--- src/rtl/ov7670_stream_gen_if.sv ---
// Parallel camera bus as seen by an OV7670 receiver: pixel clock, frame/line syncs and data byte.
interface ov7670_stream_gen_if;
  logic       pclk;
  logic       vsync;
  logic       href;
  logic [7:0] d;

  modport master (output pclk, output vsync, output href, output d);
  modport slave  (input  pclk, input  vsync, input  href, input  d);
endinterface

--- src/rtl/ov7670_stream_gen.sv ---
// OV7670-compatible stream source: emits vsync/href/data frames from a frame buffer or a test pattern.
// Stream outputs change only on the clk cycle in which pclk falls, so the receiver samples on pclk rise.
module ov7670_stream_gen #(
  parameter int c_img_cols    = 80,
  parameter int c_img_rows    = 60,
  parameter int c_nb_img_pxls = 13,
  parameter int c_pclk_half   = 2,
  parameter int c_vsync_lines = 3,
  parameter int c_vbp_lines   = 2,
  parameter int c_vfp_lines   = 2,
  parameter int c_hblank      = 16
) (
  input  logic                     clk,
  input  logic                     rst_n,
  input  logic                     gen_en,
  input  logic                     rgbmode,
  input  logic                     pattern_sel,
  output logic [c_nb_img_pxls-1:0] pxl_addr,
  input  logic [11:0]              pxl_in,
  ov7670_stream_gen_if.master      cam,
  output logic [7:0]               frame_cnt,
  output logic                     busy
);

  localparam int c_act_len  = 2 * c_img_cols;
  localparam int c_line_len = c_act_len + c_hblank;
  localparam int c_div_w    = $clog2(c_pclk_half + 1);
  localparam int c_pos_w    = $clog2(c_line_len + 1);
  localparam int c_line_w   = $clog2(c_img_rows + c_vsync_lines + c_vbp_lines + c_vfp_lines + 1);
  localparam int c_col_w    = $clog2(c_img_cols + 1);
  localparam int c_row_w    = $clog2(c_img_rows + 1);

  typedef enum logic [2:0] {IDLE, VSYNC, VBP, ACTIVE, VFP} state_t;

  state_t                   state_reg, state_next;
  logic [c_div_w-1:0]       div_reg;
  logic                     pclk_reg;
  logic [c_pos_w-1:0]       pos_reg, pos_next;
  logic [c_line_w-1:0]      line_reg, line_next, last_line;
  logic [c_col_w-1:0]       col_reg, col_next;
  logic [c_row_w-1:0]       row_reg, row_next;
  logic [c_nb_img_pxls-1:0] addr_reg, addr_next;
  logic [11:0]              px_reg, px_next, fetch;
  logic                     vsync_reg, vsync_next;
  logic                     href_reg, href_next;
  logic [7:0]               d_reg, d_next;
  logic                     busy_reg, busy_next;
  logic [7:0]               frame_cnt_reg, frame_cnt_next;
  logic                     rgb_reg, rgb_next;
  logic                     pat_reg, pat_next;
  logic                     pclk_edge, fall, rise, start, emit_first;
  logic [7:0]               col8, row8, byte0, byte1;

  // Free-running divider; pclk starts low and toggles every c_pclk_half clk.
  always_ff @(posedge clk or negedge rst_n) begin
    if (!rst_n) begin
      div_reg  <= '0;
      pclk_reg <= 1'b0;
    end else if (pclk_edge) begin
      div_reg  <= '0;
      pclk_reg <= ~pclk_reg;
    end else begin
      div_reg  <= div_reg + 1'b1;
    end
  end

  assign pclk_edge = (div_reg == c_div_w'(c_pclk_half - 1));
  assign fall      = pclk_edge & pclk_reg;
  assign rise      = pclk_edge & ~pclk_reg;

  always_comb begin
    last_line = c_line_w'(c_vfp_lines - 1);
    case (state_reg)
      VSYNC:   last_line = c_line_w'(c_vsync_lines - 1);
      VBP:     last_line = c_line_w'(c_vbp_lines - 1);
      ACTIVE:  last_line = c_line_w'(c_img_rows - 1);
      default: last_line = c_line_w'(c_vfp_lines - 1);
    endcase
  end

  always_comb begin
    col8  = 8'(col_reg);
    row8  = 8'(row_reg);
    fetch = pxl_in;
    if (pat_reg) begin
      fetch = rgb_reg ? {col8[3:0], row8[3:0], 4'hF} : {4'h0, col8 + row8};
    end
    byte0 = rgb_reg ? {4'h0, px_reg[11:8]} : px_reg[7:0];
    byte1 = rgb_reg ? px_reg[7:0] : 8'h80;
  end

  always_comb begin
    state_next     = state_reg;
    pos_next       = pos_reg;
    line_next      = line_reg;
    col_next       = col_reg;
    row_next       = row_reg;
    addr_next      = addr_reg;
    px_next        = px_reg;
    vsync_next     = vsync_reg;
    href_next      = href_reg;
    d_next         = d_reg;
    busy_next      = busy_reg;
    frame_cnt_next = frame_cnt_reg;
    rgb_next       = rgb_reg;
    pat_next       = pat_reg;
    start          = 1'b0;
    emit_first     = (state_reg == ACTIVE) && href_reg && !pos_reg[0];

    // The pixel register is frozen while its first byte is on the bus, so both bytes share one sample.
    if (rise && !emit_first) begin
      px_next = fetch;
    end

    if (fall) begin
      case (state_reg)
        IDLE: start = gen_en;
        default: begin
          if (pos_reg != c_pos_w'(c_line_len - 1)) begin
            pos_next = pos_reg + 1'b1;
          end else begin
            pos_next = '0;
            if (line_reg != last_line) begin
              line_next = line_reg + 1'b1;
            end else begin
              line_next = '0;
              case (state_reg)
                VSYNC:  state_next = VBP;
                VBP:    state_next = ACTIVE;
                ACTIVE: state_next = VFP;
                default: begin
                  frame_cnt_next = frame_cnt_reg + 1'b1;
                  if (gen_en) start = 1'b1;
                  else        state_next = IDLE;
                end
              endcase
            end
          end
        end
      endcase

      if (start) begin
        state_next = VSYNC;
        pos_next   = '0;
        line_next  = '0;
        rgb_next   = rgbmode;
        pat_next   = pattern_sel;
        addr_next  = '0;
        col_next   = '0;
        row_next   = '0;
      end

      vsync_next = (state_next == VSYNC);
      busy_next  = (state_next != IDLE);
      href_next  = (state_next == ACTIVE) && (pos_next < c_pos_w'(c_act_len));
      d_next     = href_next ? (pos_next[0] ? byte1 : byte0) : 8'h00;

      // Step the read address once the second byte goes out, giving a full pclk period of lead time.
      if (href_next && pos_next[0]) begin
        if (col_reg != c_col_w'(c_img_cols - 1)) begin
          col_next  = col_reg + 1'b1;
          addr_next = addr_reg + 1'b1;
        end else if (row_reg != c_row_w'(c_img_rows - 1)) begin
          col_next  = '0;
          row_next  = row_reg + 1'b1;
          addr_next = addr_reg + 1'b1;
        end
      end
    end
  end

  always_ff @(posedge clk or negedge rst_n) begin
    if (!rst_n) begin
      state_reg     <= IDLE;
      pos_reg       <= '0;
      line_reg      <= '0;
      col_reg       <= '0;
      row_reg       <= '0;
      addr_reg      <= '0;
      px_reg        <= '0;
      vsync_reg     <= 1'b0;
      href_reg      <= 1'b0;
      d_reg         <= 8'h00;
      busy_reg      <= 1'b0;
      frame_cnt_reg <= 8'h00;
      rgb_reg       <= 1'b0;
      pat_reg       <= 1'b0;
    end else begin
      state_reg     <= state_next;
      pos_reg       <= pos_next;
      line_reg      <= line_next;
      col_reg       <= col_next;
      row_reg       <= row_next;
      addr_reg      <= addr_next;
      px_reg        <= px_next;
      vsync_reg     <= vsync_next;
      href_reg      <= href_next;
      d_reg         <= d_next;
      busy_reg      <= busy_next;
      frame_cnt_reg <= frame_cnt_next;
      rgb_reg       <= rgb_next;
      pat_reg       <= pat_next;
    end
  end

  assign cam.pclk  = pclk_reg;
  assign cam.vsync = vsync_reg;
  assign cam.href  = href_reg;
  assign cam.d     = d_reg;
  assign pxl_addr  = addr_reg;
  assign frame_cnt = frame_cnt_reg;
  assign busy      = busy_reg;

endmodule

--- src/flat_wrapper.sv ---
// flat-port wrapper written by rule: the top's interface ports become plain ports
module ov7670_stream_gen_flat 
#(
  parameter int c_img_cols    = 80,
  parameter int c_img_rows    = 60,
  parameter int c_nb_img_pxls = 13,
  parameter int c_pclk_half   = 2,
  parameter int c_vsync_lines = 3,
  parameter int c_vbp_lines   = 2,
  parameter int c_vfp_lines   = 2,
  parameter int c_hblank      = 16
)
  (clk, rst_n, gen_en, rgbmode, pattern_sel, pxl_addr, pxl_in, frame_cnt, busy, cam_pclk, cam_vsync, cam_href, cam_d);
  ov7670_stream_gen_if cam_i ();
  input  logic clk;
  input  logic rst_n;
  input  logic gen_en;
  input  logic rgbmode;
  input  logic pattern_sel;
  output logic [c_nb_img_pxls-1:0] pxl_addr;
  input  logic [11:0] pxl_in;
  output logic [7:0] frame_cnt;
  output logic busy;
  output wire logic [$bits(cam_i.pclk)-1:0] cam_pclk;
  output wire logic [$bits(cam_i.vsync)-1:0] cam_vsync;
  output wire logic [$bits(cam_i.href)-1:0] cam_href;
  output wire logic [$bits(cam_i.d)-1:0] cam_d;
  assign cam_pclk = cam_i.pclk;
  assign cam_vsync = cam_i.vsync;
  assign cam_href = cam_i.href;
  assign cam_d = cam_i.d;
  ov7670_stream_gen #(.c_img_cols(c_img_cols), .c_img_rows(c_img_rows), .c_nb_img_pxls(c_nb_img_pxls), .c_pclk_half(c_pclk_half), .c_vsync_lines(c_vsync_lines), .c_vbp_lines(c_vbp_lines), .c_vfp_lines(c_vfp_lines), .c_hblank(c_hblank)) u_core (.clk(clk), .rst_n(rst_n), .gen_en(gen_en), .rgbmode(rgbmode), .pattern_sel(pattern_sel), .pxl_addr(pxl_addr), .pxl_in(pxl_in), .cam(cam_i), .frame_cnt(frame_cnt), .busy(busy));
endmodule
--- config.mk ---
export PLATFORM = sky130hd
export DESIGN_NAME = ov7670_stream_gen_flat
export DESIGN_NICKNAME = d
export VERILOG_FILES = /design/src/rtl/ov7670_stream_gen_if.sv /design/src/rtl/ov7670_stream_gen.sv /design/src/flat_wrapper.sv
export SDC_FILE = /design/constraint.sdc
export NUM_CORES = 1
export LEC_CHECK = 0
export CAP_MARGIN = 20
export CELL_PAD_IN_SITES_DETAIL_PLACEMENT = 1
export CELL_PAD_IN_SITES_GLOBAL_PLACEMENT = 2
export CORE_MARGIN = 2
export CORE_UTILIZATION = 25
export CTS_CLUSTER_SIZE = 16
export DETAILED_ROUTE_END_ITERATION = 10
export MAX_ROUTING_LAYER = met4
export PLACE_DENSITY = 0.71
export SETUP_SLACK_MARGIN = 0.05
export SLEW_MARGIN = 0
export SYNTH_ARGS = -nofsm -noshare
export SYNTH_HDL_FRONTEND = slang
export SYNTH_SLANG_ARGS = --single-unit
--- constraint.sdc ---
create_clock -name clk -period 6.9 [get_ports clk]
set_input_delay 1.38 -clock clk [delete_from_list [all_inputs] [get_ports clk]]
set_output_delay 1.38 -clock clk [all_outputs]
set_load 0.01 [all_outputs]
==> out/qor.yml, run 1 <==
setup_path:
  cp_data_required_time_ns: 7.18
  worst-path-buf-inv: 1
  end_kind: "register"
  ff2ff_setup_slack_ns: 3.63
  cpMaxStageDelayCell: "or4b_2"
  critPathKind: "primary input to register"
  crit_path_max_fanout: 13
  crit_path_cell_trace: "clkdlybuf4s50_1 > or4b_2 > nand2_1 > a211o_1 > nand4_2 > nor2_2 > and3_1 > a221o_1"
  reg2reg_depth: 7
  cp-start-kind: "primary input"
  regToRegEndpoint: "u_core.cam.d[5]"
  cp_slowest_stage_delay_ns: 0.69
  cp_top_family: "simple AND/OR/NAND/NOR gates"
  arrival_ns: 4.00
  rr_startpoint: "u_core.state_reg[0]"
clock_tree:
  hold_buffers: 0
  numClockSinks: 80
  clk_latency_ns: 0.35
  cts_buffer_depth: 2
  clock-root-buffer: "clkbuf_16"
  cts.clk_slew.worst_paths_ns: 0.06
  cts_setup_buffers: 0
  cts_resized: 0
  htreeDepth: 3
  cts_tree: "built"
  cts_made_buffers: 9
hold_path:
  holdPathStages: 1
  hp-start: "u_core.div_reg[0]"
  min_to: "u_core.div_reg[0]"
  hp-class: "register to register"
route:
  firstDrtPassIters: 4
  vias: 4012
  routed_wl_mm: 12.9
  first_iter_violations: 171
  drc_errors: 0
  vias_per_cell: 5.06
  ant_nets: 0
  wl_per_cell_um: 16.3
placed_design:
  port_buffers: 49
  dp_hpwl_mm: 9.27
  place_congestion: 0.771
  dp.cells: 777
sta:
  max_slew_margin: 0.360
  period_share: 0.538
  setup_viol: 0
  fmax_ghz: 0.269
  layout_min_cycle_time_ns: 3.71
  clock_skew_ns: 0.00925
  worst_slew_pin_slew_ns: 0.960
  hold_viol: 0
  grt_setup_unrepaired: "false"
  fin_setup_tns_ns: 0
  slew_viol_final: 0
synthesis:
  synth_nets: 548
  avgSynthCellArea_sq_um: 8.97
  synth_top_family_by_area: "simple AND/OR/NAND/NOR gates"
  synth_seq_cells: 80
  yosys.area.top_type: "dfrtp_1"
  synthCells: 518
  synth-xor-area-share: 0.0299
  synth-edff-count: 0
  synth_compound_area_frac: 0.188
  synth_cell_type_count: 65
  yosysWarningCount: 0
  synthAdderAreaFrac: 0.0388
  muxShareOfSynthArea: 0.0450
  ys_seq_area_frac: 0.431
  synthFlopType: "dfrtp_1"
  yosys-top-cells-area: "dfrtp_1, nand2_1, o21ai_0, ha_1, mux2i_1"
  synthArstFlopShare: 1.00
  synthesis.area_sq_mm: 0.00465
  yosys.area.top_type_share: 0.431
  yosys.area_share.simple: 0.235
power:
  vdd_drop_max_mv: 0.0897
  power_density_mw_per_mm2: 227
  leakage_nw: 2.39
flow_run:
  drv_cap: 0
layout:
  multiInputGateArea_sq_mm: 0.00249
  final_nets: 589
  regArea_sq_mm: 0.00200
  nFillCells: 2070
  final_core_util: 0.313
  stdcell_count: 793
  drive_above_1_share: 0.0691
  largest_reg_flops: 13
  area_delta_synth_final_pct: 21.8
  mostFrequentLayoutCell: "dfrtp_1"
  antennaDiodeCount: 0
  final_cell_mix: "dfrtp_1, nand2_1, o21ai_0"
grt:
  grt_max_degree: 58
  antenna_found_initial: 0
  grt_pass1_vias: 4159
  grt_usage: 0.142
  grt-ovfl-total: 0
  grt_first_pass_wirelength_mm: 21.6
die:
  core-area_sq_mm: 0.0181
  num_io_pins: 50
  row_count: 49
  dieArea_sq_mm: 0.0197
  initial_core_util: 0.257
  die_w_um: 140
  dieHeight_um: 140
status:
  status: "finished, final reports clean"
## cell families (layout without fill, tap and decap cells)
kind of cell    Yosys count  count (layout)
fa+ha+maj                14              14
flops                    80              80
mux                      20              20
compound gates          137             137
buf+inv                  35              81
simple gates            217             217
xor+xnor                 15              15
## Yosys cell counts, drive strengths merged, types with 6 or more instances
| cell type | instances |
|---|---|
| a21o | 6 |
| a21oi | 19 |
| a22o | 10 |
| and3 | 16 |
| buf | 11 |
| clkbuf | 10 |
| dfrtp | 80 |
| ha | 12 |
| inv | 14 |
| mux2 | 7 |
| mux2i | 13 |
| nand2 | 79 |
| nand2b | 9 |
| nand3 | 21 |
| nand4 | 8 |
| nor2 | 31 |
| nor2b | 6 |
| nor3 | 22 |
| o21ai | 62 |
| o31ai | 11 |
| or3 | 6 |
| xnor2 | 13 |
## worst register-to-register path, cell delays in order, from the launching register on
cell     delay [ns]
dfrtp_1        0.66
and3b_1        0.36
mux2i_1        0.30
and4_1         0.50
xor2_1         0.45
nand3_1        0.42
nor3_2         0.35
a22o_1         0.17
## report_power, final
part | internal, mW | switching [mW]
logic | 0.0809 | 0.109
clock network | 0.329 | 0.205
registers | 0.506 | 0.0568
## per-layer routing
metal,vias to the layer above,track usage,share of wire
li1,1949,-,-
met1,2009,0.187,0.49
met2,40,0.222,0.47
met3,14,0.0181,0.022
met4,0,0.0606,0.020
met5,-,-,0
## worst max path at each step
stage | startpoint | to | slack [ns] | cells after the start
2_1_floorplan | gen_en | u_core.col_reg[3] | 3.73 | 7
3_3_place_gp | gen_en | u_core.pxl_addr[10] | 2.88 | 8
3_5_place_dp | gen_en | u_core.pxl_addr[10] | 2.85 | 8
4_1_cts | gen_en | u_core.pxl_addr[10] | 3.21 | 8
5_1_grt | gen_en | u_core.pxl_addr[10] | 2.97 | 8
6_report | gen_en | u_core.pxl_addr[10] | 3.19 | 8
## cell type report
cell class	instances	share of cell area
Clock buffer	12	0.0435
Tap cell	229	0.0506
Timing Repair Buffer	51	0.0888
Sequential cell	80	0.354
Multi-Input combinational cell	403	0.440
Inverter	14	0.00928
Clock inverter	4	0.0137
## through the flow
step	worst slack, ns	hold slack, ns	cell area (sq um)	power [mW]
after floorplan	3.73	0.417	4650	0.690
after global placement	2.88	0.432	5340	0.757
after detailed placement	2.85	0.442	5340	0.763
after CTS	3.21	0.452	5660	1.31
after global routing	2.97	0.483	5660	1.36
final	3.19	0.444	5660	1.29
Power figures use the tool's default switching activity.
==> run 2, diff against run 1 <==
clock period = 3.5 ns   (was 6.9 ns; I/O delays follow)
==> out/qor.yml, run 2 (synthesis gave the netlist of run 1 again) <==
setup_path:
  path_depth: 7
  cp_data_required_time_ns: 3.76
  end_kind: "register"
  worst-path-buf-inv: 0
  reg2reg_depth: 7
  arrival_ns: 3.30
  cp-start-kind: "register"
  cpMaxStageDelayCell: "nor3_2"
  cp_slowest_stage_delay_ns: 0.68
  crit_path_cell_trace: "nor3_2 > nor3_1 > or4_4 > and4_4 > a22oi_4 > a22oi_1 > o21ai_0"
  crit_path_max_fanout: 19
  critPathKind: "register to register"
  cp_top_family: "simple AND/OR/NAND/NOR gates"
status:
  status: "finished, final reports clean"
layout:
  final_cell_mix: "dfrtp_1, nand2_1, o21ai_0"
  mostFrequentLayoutCell: "dfrtp_1"
  final_core_util: 0.315
  stdcell_count: 801
  drive_above_1_share: 0.0822
  nFillCells: 2072
  largest_reg_flops: 13
  antennaDiodeCount: 0
  area_delta_synth_final_pct: 22.5
  final_nets: 598
flow_run:
  drv_cap: 0
grt:
  grt_pass1_vias: 4269
  grt_usage: 0.144
  grt_max_degree: 81
  antenna_found_initial: 0
  grt_first_pass_wirelength_mm: 22.1
  grt-ovfl-total: 0
sta:
  layout_min_cycle_time_ns: 3.04
  slew_viol_final: 0
  clock_skew_ns: 0.00718
  hold_slack_ns: 0.275
  period_share: 0.868
  fmax_ghz: 0.329
  grt_setup_unrepaired: "false"
  fin_ws_ns: 0.463
  setup_viol: 0
  worst_slew_pin_slew_ns: 0.933
  fin_setup_tns_ns: 0
  max_slew_margin: 0.378
  hold_viol: 0
die:
  core-area_sq_mm: 0.0181
  dieArea_sq_mm: 0.0197
  dieHeight_um: 140
  row_count: 49
  initial_core_util: 0.257
  die_w_um: 140
  num_io_pins: 50
clock_tree:
  cts_buffer_depth: 2
  hold_buffers: 0
  clk_latency_ns: 0.35
  cts_made_buffers: 9
  cts_tree: "built"
  htreeDepth: 3
  cts.clk_slew.worst_paths_ns: 0.06
  numClockSinks: 80
  clock-root-buffer: "clkbuf_16"
  cts_resized: 0
  cts_setup_buffers: 0
route:
  ant_nets: 0
  vias_per_cell: 5.08
  wl_per_cell_um: 16.7
  routed_wl_mm: 13.4
  first_iter_violations: 184
  drc_errors: 0
  firstDrtPassIters: 4
  vias: 4072
placed_design:
  dp.cells: 785
  dp_hpwl_mm: 9.34
  port_buffers: 49
  place_congestion: 0.797
  dp_worst_setup_slack_ns: 0.284
power:
  vdd_drop_max_mv: 0.200
  power_density_mw_per_mm2: 420
  leakage_nw: 2.42
hold_path:
  hp-class: "primary input to asynchronous set/reset pin"
[run 2: cell type report]
type	count	area (sq um)	share of cell area
Multi-Input combinational cell	403	2490	0.438
Clock inverter	3	18.8	0.00330
Sequential cell	80	2000	0.352
Clock buffer	12	246	0.0433
Inverter	14	52.6	0.00923
Tap cell	229	287	0.0504
Timing Repair Buffer	60	591	0.104
[run 2: path summary, 6_finish.rpt]
kind,from,to,slack [ns]
max reg2reg,u_core.state_reg[2],u_core.col_reg[2],0.46
min reg2reg,u_core.div_reg[0],u_core.div_reg[0],0.45
max in group asynchronous,rst_n,u_core.pxl_addr[7],2.62
min,rst_n,u_core.cam.pclk,0.27
min in group clk,u_core.div_reg[0],u_core.div_reg[0],0.45
max,u_core.state_reg[2],u_core.col_reg[2],0.46
[run 2: power breakdown]
group	switching [mW]	total, mW	internal, mW
clock network	0.393	0.888	0.496
logic	0.221	0.394	0.174
registers	0.108	1.11	0.998
total	0.722	2.39	1.67
[run 2: layer usage]
metal	up-vias	wire, um	track usage
met4	0	264	0.0627
met5	-	0	-
met1	2030	6400	0.182
met3	18	311	0.0188
li1	1972	-	-
met2	52	6380	0.232
[run 2: worst register-to-register path, cell delays in order (launching register included)]
cell     delay (ns)
dfrtp_1        0.51
nor3_2         0.69
nor3_1         0.24
or4_4          0.59
and4_4         0.18
a22oi_4        0.46
a22oi_1        0.17
o21ai_0        0.11
[run 2: metrics by stage]
stage	instance area (sq um)	total power, mW
3_5_place_dp	5400	1.52
4_1_cts	5660	2.43
2_1_floorplan	4650	1.36
5_1_grt	5690	2.53
3_3_place_gp	5400	1.51
6_report	5690	2.39
==> run 3, diff against run 2 <==
CAP_MARGIN = not set   (was 20)
HOLD_SLACK_MARGIN = 0.12   (was not set)
==> out/qor.yml, run 3 (synthesis gave the netlist of run 1 again) <==
status:
  status: "finished, final reports clean"
clock_tree:
  cts_buffer_depth: 2
  clock-root-buffer: "clkbuf_16"
  cts_setup_buffers: 0
  cts.clk_slew.worst_paths_ns: 0.06
  htreeDepth: 3
  cts_made_buffers: 9
  cts_tree: "built"
  cts_resized: 0
  numClockSinks: 80
  clk_latency_ns: 0.35
  hold_buffers: 0
die:
  initial_core_util: 0.257
  row_count: 49
  num_io_pins: 50
  die_w_um: 140
  dieHeight_um: 140
  core-area_sq_mm: 0.0181
  dieArea_sq_mm: 0.0197
grt:
  grt_first_pass_wirelength_mm: 22.1
  antenna_found_initial: 0
  grt_pass1_vias: 4269
  grt_usage: 0.144
  grt-ovfl-total: 0
  grt_max_degree: 81
power:
  internal_power_mw: 1.66
  pwr-share-clk: 0.372
  power_density_mw_per_mm2: 421
  pwr-share-seq: 0.464
  sw_frac_of_total: 0.302
  leakage_nw: 2.41
  vdd_drop_max_mv: 0.200
  comb_power_share: 0.163
  p_sw_mw: 0.720
layout:
  multiInputGateArea_sq_mm: 0.00249
  final_cell_mix: "dfrtp_1, nand2_1, o21ai_0"
  final_nets: 597
  final_core_util: 0.313
  antennaDiodeCount: 0
  area_delta_synth_final_pct: 21.9
  largest_reg_flops: 13
  mostFrequentLayoutCell: "dfrtp_1"
  regArea_sq_mm: 0.00200
  drive_above_1_share: 0.0806
  nFillCells: 2076
setup_path:
  arrival_ns: 3.30
  crit_path_max_fanout: 19
  cp-start-kind: "register"
  critPathKind: "register to register"
  crit_path_cell_trace: "nor3_2 > nor3_1 > or4_4 > and4_4 > a22oi_4 > a22oi_1 > o21ai_0"
  end_kind: "register"
  cp_slowest_stage_delay_ns: 0.68
  cpMaxStageDelayCell: "nor3_2"
  cp_data_required_time_ns: 3.76
route:
  vias: 4068
  drc_errors: 0
  ant_nets: 0
  firstDrtPassIters: 4
  vias_per_cell: 5.09
  wl_per_cell_um: 16.6
  routed_wl_mm: 13.3
  first_iter_violations: 198
sta:
  max_slew_margin: 0.284
  period_share: 0.869
  hold_viol: 0
  slew_viol_final: 0
  grt_setup_unrepaired: "false"
  clock_skew_ns: 0.00764
  fin_setup_tns_ns: 0
  worst_slew_pin_slew_ns: 1.07
  fmax_ghz: 0.329
  setup_viol: 0
  layout_min_cycle_time_ns: 3.04
hold_path:
  hp-class: "register to register"
flow_run:
  drv_cap: 0
placed_design:
  dp_hpwl_mm: 9.34
  place_congestion: 0.797
  port_buffers: 49
## run 3: cell count changes in the layout (fill, tap and decap cells not counted)
cell	change
buf_16	-1
## run 3: critical path: cells and delay by family, from the launching register on
family / cells / cell delay, ns
AOI/OAI and AO/OA: 3 / 0.75
DFF: 1 / 0.50
and+or+nand+nor: 4 / 1.69
## run 3: stage by stage
step                hold slack (ns)  total power [mW]  area (sq um)  setup WS (ns)  instances
finish                        0.450              2.38          5660          0.458        800
global route                  0.485              2.52          5660          0.250        800
floorplan                     0.404              1.36          4650           1.01        518
CTS                           0.457              2.43          5660          0.455        800
global placement              0.430              1.51          5400          0.349        785
detailed placement            0.447              1.52          5400          0.284        785
## run 3: power by group through the flow
stage	sequential (mW)	clock [mW]	combinational, mW
after global routing	1.12	0.960	0.439
after detailed placement	1.12	0	0.393
after global placement	1.12	0	0.386
after CTS	1.11	0.925	0.395
after floorplan	1.07	0	0.286
final	1.11	0.888	0.389
## run 3: final timing paths
| path | slack (ns) | cells past startpoint | to | startpoint |
|---|---|---|---|---|
| setup / recovery | 0.46 | 7 | u_core.col_reg[2] | u_core.state_reg[2] |
| hold / removal | 0.45 | 1 | u_core.div_reg[0] | u_core.div_reg[0] |
| setup reg to reg | 0.46 | 7 | u_core.col_reg[2] | u_core.state_reg[2] |
| hold reg to reg | 0.45 | 1 | u_core.div_reg[0] | u_core.div_reg[0] |
| max in group asynchronous | 2.27 | 1 | u_core.pxl_addr[7] | rst_n |
| min in group asynchronous | 0.54 | 1 | u_core.div_reg[0] | rst_n |
## run 3: area by class of cell
cell class	count	share of cell area
clock buffer	12	0.0435
timing repair buffer	59	0.0994
inverter	14	0.00928
multi-input combinational	403	0.440
sequential	80	0.354
tap	229	0.0506
clock inverter	3	0.00331
## run 3: per-layer routing
layer  global-route usage  routed length [um]  part of all wire  vias to the layer above
li1                     -                   -                 -                     1970
met1                0.182                6310              0.47                     2028
met2                0.232                6420              0.48                       54
met3               0.0188                 333             0.025                       16
met4               0.0627                 254             0.019                        0
met5                    -                   0                 0                        -
